==> src/rtl/cpu_pkg.sv <==
// Shared CPU definitions for the RV32M execute path: operation encodings,
// multiply/divide FSM states and the OP/M-extension instruction constants.
package cpu_pkg;

    typedef enum logic [2:0] {
        OP_MUL    = 3'd0,
        OP_MULH   = 3'd1,
        OP_MULHSU = 3'd2,
        OP_MULHU  = 3'd3,
        OP_DIV    = 3'd4,
        OP_DIVU   = 3'd5,
        OP_REM    = 3'd6,
        OP_REMU   = 3'd7
    } muldiv_op_e;

    typedef enum logic [1:0] {
        IDLE,
        CALC,
        FIX,
        DONE
    } muldiv_state_e;

    localparam logic [6:0] OPCODE_OP     = 7'b0110011;
    localparam logic [6:0] FUNCT7_MULDIV = 7'b0000001;

    function automatic logic is_div_op(input muldiv_op_e op);
        return op inside {OP_DIV, OP_DIVU, OP_REM, OP_REMU};
    endfunction

    function automatic logic a_is_signed(input muldiv_op_e op);
        return op inside {OP_MUL, OP_MULH, OP_MULHSU, OP_DIV, OP_REM};
    endfunction

    function automatic logic b_is_signed(input muldiv_op_e op);
        return op inside {OP_MUL, OP_MULH, OP_DIV, OP_REM};
    endfunction

endpackage

==> src/rtl/muldiv_step.sv <==
// One iteration of the unsigned datapath: a shift-add multiply step or a
// restoring divide step over the {hi, lo} accumulator pair.
module muldiv_step #(
    parameter int XLEN = 32
) (
    input  logic            is_div,
    input  logic [XLEN-1:0] hi,
    input  logic [XLEN-1:0] lo,
    input  logic [XLEN-1:0] operand,
    output logic [XLEN-1:0] hi_next,
    output logic [XLEN-1:0] lo_next
);

    logic [XLEN:0] sum;
    logic [XLEN:0] shifted;
    logic [XLEN:0] diff;

    // NOTE: every always_comb output gets a default first so no path can infer a latch.
    always_comb begin
        hi_next = hi;
        lo_next = lo;
        sum     = {1'b0, hi} + (lo[0] ? {1'b0, operand} : '0);
        shifted = {hi, lo[XLEN-1]};
        diff    = shifted - {1'b0, operand};
        if (is_div) begin
            // A clear borrow means the trial subtraction fits: keep it, quotient bit 1.
            hi_next = diff[XLEN] ? shifted[XLEN-1:0] : diff[XLEN-1:0];
            lo_next = {lo[XLEN-2:0], ~diff[XLEN]};
        end else begin
            {hi_next, lo_next} = {sum, lo[XLEN-1:1]};
        end
    end

endmodule

==> src/rtl/muldiv_unit.sv <==
// Iterative RV32M multiply/divide unit: sign-magnitude operands, XLEN-step
// unsigned core, one fix-up cycle, and a fast path for divide special cases.
module muldiv_unit
    import cpu_pkg::*;
#(
    parameter int XLEN = 32
) (
    input  logic            clk,
    input  logic            rst,
    input  logic            valid_in,
    input  logic [2:0]      funct3,
    input  logic [XLEN-1:0] rs1_data,
    input  logic [XLEN-1:0] rs2_data,
    input  logic [4:0]      rd_in,
    input  logic            kill,
    output logic            ready_out,
    output logic            valid_out,
    output logic [XLEN-1:0] result_out,
    output logic [4:0]      rd_out
);

    localparam int CW = $clog2(XLEN) + 1;

    muldiv_state_e   state_q, state_d;
    muldiv_op_e      op_in, op_q;
    logic [CW-1:0]   count_q;
    logic [XLEN-1:0] hi_q, lo_q, operand_q;
    logic [XLEN-1:0] hi_next, lo_next;
    logic            sign_a_q, sign_b_q;
    logic [4:0]      rd_q;
    logic [XLEN-1:0] result_q;
    logic [4:0]      rd_out_q;

    logic            accept, sign_a, sign_b, div_by_zero, overflow, fast;
    logic [XLEN-1:0] mag_a, mag_b, fast_result, fix_result, quo_fix, rem_fix;
    logic [2*XLEN-1:0] prod_fix;

    assign op_in       = muldiv_op_e'(funct3);
    assign accept      = (state_q == IDLE) && valid_in && !kill;
    assign sign_a      = a_is_signed(op_in) && rs1_data[XLEN-1];
    assign sign_b      = b_is_signed(op_in) && rs2_data[XLEN-1];
    assign mag_a       = sign_a ? -rs1_data : rs1_data;
    assign mag_b       = sign_b ? -rs2_data : rs2_data;
    assign div_by_zero = is_div_op(op_in) && (rs2_data == '0);
    assign overflow    = (op_in inside {OP_DIV, OP_REM}) &&
                         (rs1_data == {1'b1, {(XLEN-1){1'b0}}}) && (rs2_data == '1);
    assign fast        = div_by_zero || overflow;

    always_comb begin
        fast_result = '0;
        if (div_by_zero)
            fast_result = (op_in inside {OP_DIV, OP_DIVU}) ? '1 : rs1_data;
        else if (op_in == OP_DIV)
            fast_result = rs1_data;
    end

    muldiv_step #(.XLEN(XLEN)) u_step (
        .is_div  (is_div_op(op_q)),
        .hi      (hi_q),
        .lo      (lo_q),
        .operand (operand_q),
        .hi_next (hi_next),
        .lo_next (lo_next)
    );

    // Quotient is negative when signs differ; remainder follows the dividend.
    assign prod_fix = (sign_a_q ^ sign_b_q) ? -{hi_q, lo_q} : {hi_q, lo_q};
    assign quo_fix  = (sign_a_q ^ sign_b_q) ? -lo_q : lo_q;
    assign rem_fix  = sign_a_q ? -hi_q : hi_q;

    always_comb begin
        fix_result = rem_fix;
        case (op_q)
            OP_MUL:                      fix_result = prod_fix[XLEN-1:0];
            OP_MULH, OP_MULHSU, OP_MULHU: fix_result = prod_fix[2*XLEN-1:XLEN];
            OP_DIV, OP_DIVU:             fix_result = quo_fix;
            default:                     fix_result = rem_fix;
        endcase
    end

    always_comb begin
        state_d = state_q;
        case (state_q)
            IDLE: if (accept) state_d = fast ? DONE : CALC;
            CALC: if (kill) state_d = IDLE;
                  else if (count_q == CW'(XLEN-1)) state_d = FIX;
            FIX:  state_d = kill ? IDLE : DONE;
            DONE: state_d = IDLE;
            default: state_d = IDLE;
        endcase
    end

    // NOTE: sequential state uses non-blocking assignments so every register samples pre-edge values.
    always_ff @(posedge clk or posedge rst) begin
        if (rst) state_q <= IDLE;
        else     state_q <= state_d;
    end

    always_ff @(posedge clk or posedge rst) begin
        if (rst) begin
            op_q      <= OP_MUL;
            rd_q      <= '0;
            sign_a_q  <= 1'b0;
            sign_b_q  <= 1'b0;
            hi_q      <= '0;
            lo_q      <= '0;
            operand_q <= '0;
            count_q   <= '0;
            result_q  <= '0;
            rd_out_q  <= '0;
        end else begin
            case (state_q)
                IDLE: if (accept) begin
                    op_q      <= op_in;
                    rd_q      <= rd_in;
                    sign_a_q  <= sign_a;
                    sign_b_q  <= sign_b;
                    hi_q      <= '0;
                    lo_q      <= is_div_op(op_in) ? mag_a : mag_b;
                    operand_q <= is_div_op(op_in) ? mag_b : mag_a;
                    count_q   <= '0;
                    if (fast) begin
                        result_q <= fast_result;
                        rd_out_q <= rd_in;
                    end
                end
                CALC: begin
                    hi_q    <= hi_next;
                    lo_q    <= lo_next;
                    count_q <= (kill || count_q == CW'(XLEN-1)) ? '0 : count_q + CW'(1);
                end
                FIX: if (!kill) begin
                    result_q <= fix_result;
                    rd_out_q <= rd_q;
                end
                default: ;
            endcase
        end
    end

    assign ready_out  = (state_q == IDLE);
    assign valid_out  = (state_q == DONE) && !kill;
    assign result_out = result_q;
    assign rd_out     = rd_out_q;

endmodule

==> config.mk <==
export PLATFORM = sky130hd
export DESIGN_NAME = muldiv_unit
export DESIGN_NICKNAME = d
export VERILOG_FILES = /design/src/rtl/cpu_pkg.sv /design/src/rtl/muldiv_step.sv /design/src/rtl/muldiv_unit.sv
export SDC_FILE = /design/constraint.sdc
export NUM_CORES = 1
export LEC_CHECK = 0
export BUFFER_PORTS_ARGS = -buffer_cell sky130_fd_sc_hd__buf_2
export CAP_MARGIN = 20
export CORE_ASPECT_RATIO = 1.2
export CORE_MARGIN = 4
export CORE_UTILIZATION = 45
export DETAILED_ROUTE_END_ITERATION = 6
export MAX_ROUTING_LAYER = met4
export PLACE_DENSITY = 0.71
export SYNTH_ARGS = -nofsm -noshare
export SYNTH_HDL_FRONTEND = slang
export SYNTH_SLANG_ARGS = --single-unit
==> constraint.sdc <==
create_clock -name clk -period 12.15 [get_ports clk]
set_input_delay 1.215 -clock clk [delete_from_list [all_inputs] [get_ports clk]]
set_output_delay 1.215 -clock clk [all_outputs]
set_load 0.02 [all_outputs]
==> flow_summary.json <==
{
  "ctsLongestPathBuffers": 2,
  "grt_start_max_net_pins": 99,
  "ant_nets": 0,
  "detail_route.iter0.violations": 1996,
  "ys_async_sr_fraction_pct": 100,
  "cts_hold_buffers": 0,
  "routed_wl_um": 61900,
  "proportion_of_netlist_area_held_by_the_largest_area_contributor_pct": 24.3,
  "worstPathRequired_ps": 12480,
  "totalPowerFinal_mw": 5.21,
  "synth_seq_area_share_pct": 24.3,
  "postCtsSetupRepairBufs": 0,
  "layout-drive-gt1-share_pct": 10.1,
  "final.period_utilization_pct": 37.1,
  "initial_core_util_pct": 45.7,
  "timing.fmax_mhz": 222,
  "final.setup_skew_ps": 13.7,
  "num_rows": 74,
  "dr_total_vias": 16700,
  "timing.critical_path.fanout_max": 26,
  "vias_per_cell": 6.51,
  "netlist_area_pre_place_um2": 15600,
  "port_buffers": 114,
  "synth_edf_count": 0,
  "drc_errors_left": 0,
  "ys_ff_latch": 151,
  "finalCriticalPeriod_ps": 4510,
  "worst_setup_hold_path_clk_slew_ps": 80,
  "min_delay_path_depth": 2,
  "fp.dieH_um": 212,
  "postSynthNetCount": 2244,
  "worst_slack_ps": 7640,
  "pre_cts_setup_slack_ps": 6980,
  "min-delay-path-class": "reg -> reg",
  "max_slew_margin_pct": 30.6,
  "design.die.area_um2": 37700,
  "setup.worst_path.start_class": "flip-flop",
  "areaGrowthSynthToFinish_pct": 8.88,
  "final_weighted_congestion_of_routability_driven_global_placement": 1.03,
  "total_routing_usage_gr_pct": 33.1,
  "vdd_drop_max_mv": 0.132,
  "core_um2": 34100,
  "detail_route.wl_per_cell_um": 24.1,
  "run_status": "completed",
  "critical_path.endpoint_type": "flip-flop",
  "yosysTopAreaCell": "sky130_fd_sc_hd__dfrtp_1",
  "cts_inserted_buffers": 17,
  "cts.root.buffer_cell": "sky130_fd_sc_hd__clkbuf_16",
  "post_synth_cell_types": 83,
  "firstDrtPassIters": 6,
  "num-nets-final": 2245,
  "h-tree-depth": 4,
  "worst_pin_slew_ps": 1030,
  "cells_resized_by_post_cts_repair": 0,
  "syn-mean-instance-area_um2": 7.43,
  "grt_first_pass_wirelength_um": 93400,
  "die_w_um": 178,
  "place_hpwl_um": 47800,
  "dominantRegCellSynth": "sky130_fd_sc_hd__dfrtp_1",
  "cellLeakagePower_nw": 7.05,
  "grt_antenna_before_repair": 3,
  "critical_path_arrival_ps": 4840,
  "timing_max_transition_violations_final": 0,
  "rsz0062_at_grt": "false",
  "cts_tree": "done",
  "final_hold_viol_count": 0,
  "clk_latency_ps": 460,
  "count_of_pins_on_the_block_boundary": 115,
  "power.density_nw_per_um2": 307,
  "timing.final.setup_violations": 0,
  "drv_cap": 0,
  "grt_overflow": 0,
  "clock-sinks": 151,
  "yosys_warnings": 0,
  "crit_type": "reg -> reg",
  "ys_top_cells_by_area": "sky130_fd_sc_hd__dfrtp_1 (24%), sky130_fd_sc_hd__a21oi_1 (6.4%), sky130_fd_sc_hd__o21ai_0 (6.3%)",
  "first_global_vias": 15100,
  "postSynthCellCount": 2096,
  "rr_worst_depth": 13,
  "totalNegativeSetupSlack_ps": 0
}
==> where the power goes <==
part	switching (mW)	internal, mW	total, mW
clock network	0.267	0.274	0.541
registers	0.359	0.726	1.09
logic	2.26	1.32	3.59
==> layout make-up <==
| cell class | instances | area, um^2 |
|---|---|---|
| antenna | 2 | 5.00 |
| clock buffer | 17 | 425 |
| clock inverter | 15 | 154 |
| fill | 3431 | 17100 |
| inverter | 75 | 287 |
| multi-input combinational | 1707 | 10900 |
| sequential | 151 | 3780 |
| tap | 456 | 571 |
| timing repair buffer | 145 | 827 |
==> metal layers <==
metal / vias up / GRT usage, % / routed length, um
met4: 0 / 15.7 / 3530
met3: 188 / 4.36 / 4650
met1: 7950 / 41.8 / 24500
li1: 7695 / - / -
met2: 879 / 52.7 / 29200
met5: - / - / 0
==> sequential cells by signal, summed over array words and instances (netlist names), 2 cells and up <==
| name | cells |
|---|---|
| hi_q | 32 |
| lo_q | 32 |
| operand_q | 32 |
| result_out | 32 |
| count_q | 6 |
| rd_out | 5 |
| rd_q | 5 |
| op_q | 3 |
| state_q | 2 |
==> cells in the final DEF, fill, tap and decap left out, types with 6 or more instances in the layout <==
| master | netlist | layout |
|---|---|---|
| sky130_fd_sc_hd__o22ai_1 | 13 | 13 |
| sky130_fd_sc_hd__nor2_1 | 203 | 201 |
| sky130_fd_sc_hd__a221oi_1 | 13 | 13 |
| sky130_fd_sc_hd__o41ai_1 | 14 | 14 |
| sky130_fd_sc_hd__o221ai_1 | 16 | 16 |
| sky130_fd_sc_hd__a22o_1 | 7 | 7 |
| sky130_fd_sc_hd__o211ai_1 | 29 | 29 |
| sky130_fd_sc_hd__o31a_1 | 6 | 6 |
| sky130_fd_sc_hd__and3_1 | 8 | 8 |
| sky130_fd_sc_hd__xor2_1 | 76 | 75 |
| sky130_fd_sc_hd__and2_1 | 11 | 11 |
| sky130_fd_sc_hd__mux2i_1 | 62 | 62 |
| sky130_fd_sc_hd__buf_4 | 0 | 28 |
| sky130_fd_sc_hd__a211oi_1 | 64 | 64 |
| sky130_fd_sc_hd__o21ai_0 | 196 | 195 |
| sky130_fd_sc_hd__nor3_1 | 61 | 61 |
| sky130_fd_sc_hd__nor2b_1 | 14 | 12 |
| sky130_fd_sc_hd__nand4_1 | 23 | 23 |
| sky130_fd_sc_hd__nor4_1 | 19 | 19 |
| sky130_fd_sc_hd__a22oi_1 | 19 | 19 |
| sky130_fd_sc_hd__mux2_2 | 7 | 7 |
| sky130_fd_sc_hd__or3_1 | 20 | 20 |
| sky130_fd_sc_hd__or4_1 | 18 | 18 |
| sky130_fd_sc_hd__nor3b_1 | 6 | 6 |
| sky130_fd_sc_hd__buf_2 | 13 | 114 |
| sky130_fd_sc_hd__nand2_1 | 199 | 199 |
| sky130_fd_sc_hd__a311oi_1 | 7 | 7 |
| sky130_fd_sc_hd__nand3b_1 | 6 | 6 |
| sky130_fd_sc_hd__nand3_1 | 37 | 37 |
| sky130_fd_sc_hd__a31oi_1 | 31 | 31 |
| sky130_fd_sc_hd__inv_1 | 75 | 74 |
| sky130_fd_sc_hd__nand2b_1 | 17 | 17 |
| sky130_fd_sc_hd__xnor2_1 | 83 | 82 |
| sky130_fd_sc_hd__a21oi_1 | 198 | 198 |
| sky130_fd_sc_hd__ha_1 | 70 | 70 |
| sky130_fd_sc_hd__clkbuf_16 | 0 | 17 |
| sky130_fd_sc_hd__a21o_1 | 34 | 34 |
| sky130_fd_sc_hd__o31ai_1 | 25 | 25 |
| sky130_fd_sc_hd__dfrtp_1 | 151 | 150 |
| sky130_fd_sc_hd__o21a_1 | 14 | 14 |
==> cells by family after synthesis <==
| group | synth area share [%] |
|---|---|
| compound gates | 29.7 |
| xor+xnor | 8.94 |
| fa+ha+maj | 5.88 |
| mux | 4.49 |
| simple gates | 20.8 |
| flops | 24.3 |
| buf+inv | 5.93 |
==> critical path, stage by stage, from the launching register on <==
cell,delay [ps]
sky130_fd_sc_hd__dfrtp_1,450
sky130_fd_sc_hd__inv_1,170
sky130_fd_sc_hd__ha_1,260
sky130_fd_sc_hd__fa_1,410
sky130_fd_sc_hd__nand2b_1,180
sky130_fd_sc_hd__a21oi_1,320
sky130_fd_sc_hd__o211ai_1,230
sky130_fd_sc_hd__a2111o_1,570
sky130_fd_sc_hd__and3b_1,240
sky130_fd_sc_hd__nor3_2,640
sky130_fd_sc_hd__nor2_2,70
sky130_fd_sc_hd__buf_4,300
sky130_fd_sc_hd__mux2i_1,170
sky130_fd_sc_hd__a221o_1,340
==> synth_stat cells (6+ instances only) <==
master / count
sky130_fd_sc_hd__inv_1: 75
sky130_fd_sc_hd__xnor2_1: 83
sky130_fd_sc_hd__mux2i_1: 62
sky130_fd_sc_hd__a22oi_1: 19
sky130_fd_sc_hd__mux2_2: 7
sky130_fd_sc_hd__nand2b_1: 17
sky130_fd_sc_hd__nand3_1: 37
sky130_fd_sc_hd__nand4_1: 23
sky130_fd_sc_hd__dfrtp_1: 151
sky130_fd_sc_hd__buf_2: 13
sky130_fd_sc_hd__nor3_1: 61
sky130_fd_sc_hd__o41ai_1: 14
sky130_fd_sc_hd__buf_1: 12
sky130_fd_sc_hd__o31a_1: 6
sky130_fd_sc_hd__a211oi_1: 64
sky130_fd_sc_hd__nand2_1: 199
sky130_fd_sc_hd__and3_1: 8
sky130_fd_sc_hd__o221ai_1: 16
sky130_fd_sc_hd__a22o_1: 7
sky130_fd_sc_hd__a21oi_1: 198
sky130_fd_sc_hd__nand3b_1: 6
sky130_fd_sc_hd__clkbuf_1: 136
sky130_fd_sc_hd__ha_1: 70
sky130_fd_sc_hd__o31ai_1: 25
sky130_fd_sc_hd__nor4_1: 19
sky130_fd_sc_hd__o21ai_0: 196
sky130_fd_sc_hd__a311oi_1: 7
sky130_fd_sc_hd__and2_1: 11
sky130_fd_sc_hd__a31oi_1: 31
sky130_fd_sc_hd__xor2_1: 76
sky130_fd_sc_hd__a221oi_1: 13
sky130_fd_sc_hd__nor3b_1: 6
sky130_fd_sc_hd__a21o_1: 34
sky130_fd_sc_hd__o211ai_1: 29
sky130_fd_sc_hd__nor2b_1: 14
sky130_fd_sc_hd__o22ai_1: 13
sky130_fd_sc_hd__or4_1: 18
sky130_fd_sc_hd__o21a_1: 14
sky130_fd_sc_hd__or3_1: 20
sky130_fd_sc_hd__nor2_1: 203
==> path summary, 6_finish.rpt <==
kind / from / endpoint / slack (ps)
worst max-delay path: lo_q[31]$_DFFE_PP0P_ / hi_q[1]$_DFFE_PP0P_ / 7640
worst min-delay path: rd_q[3]$_DFFE_PP0P_ / rd_q[3]$_DFFE_PP0P_ / 480
worst max register to register: lo_q[31]$_DFFE_PP0P_ / hi_q[1]$_DFFE_PP0P_ / 7640
worst min register to register: rd_q[3]$_DFFE_PP0P_ / rd_q[3]$_DFFE_PP0P_ / 480
max in group asynchronous: rst / result_out[8]$_DFFE_PP0P_ / 9850
min in group asynchronous: rst / operand_q[22]$_DFFE_PP0P_ / 930
==> per-stage QoR <==
stage / std cells / instance area (um^2) / utilization [%] / hold WS, ps
after floorplan: 2096 / 15600 / - / 446
after CTS: 2564 / 16900 / 49.7 / 481
after detailed placement: 2532 / 16300 / 48.0 / 462
after global routing: 2568 / 17000 / 49.8 / 509
final: 2568 / 17000 / 49.8 / 480
after global placement: 2531 / 16300 / 47.9 / 457
Note: power is estimated with default switching activity, not from simulation.
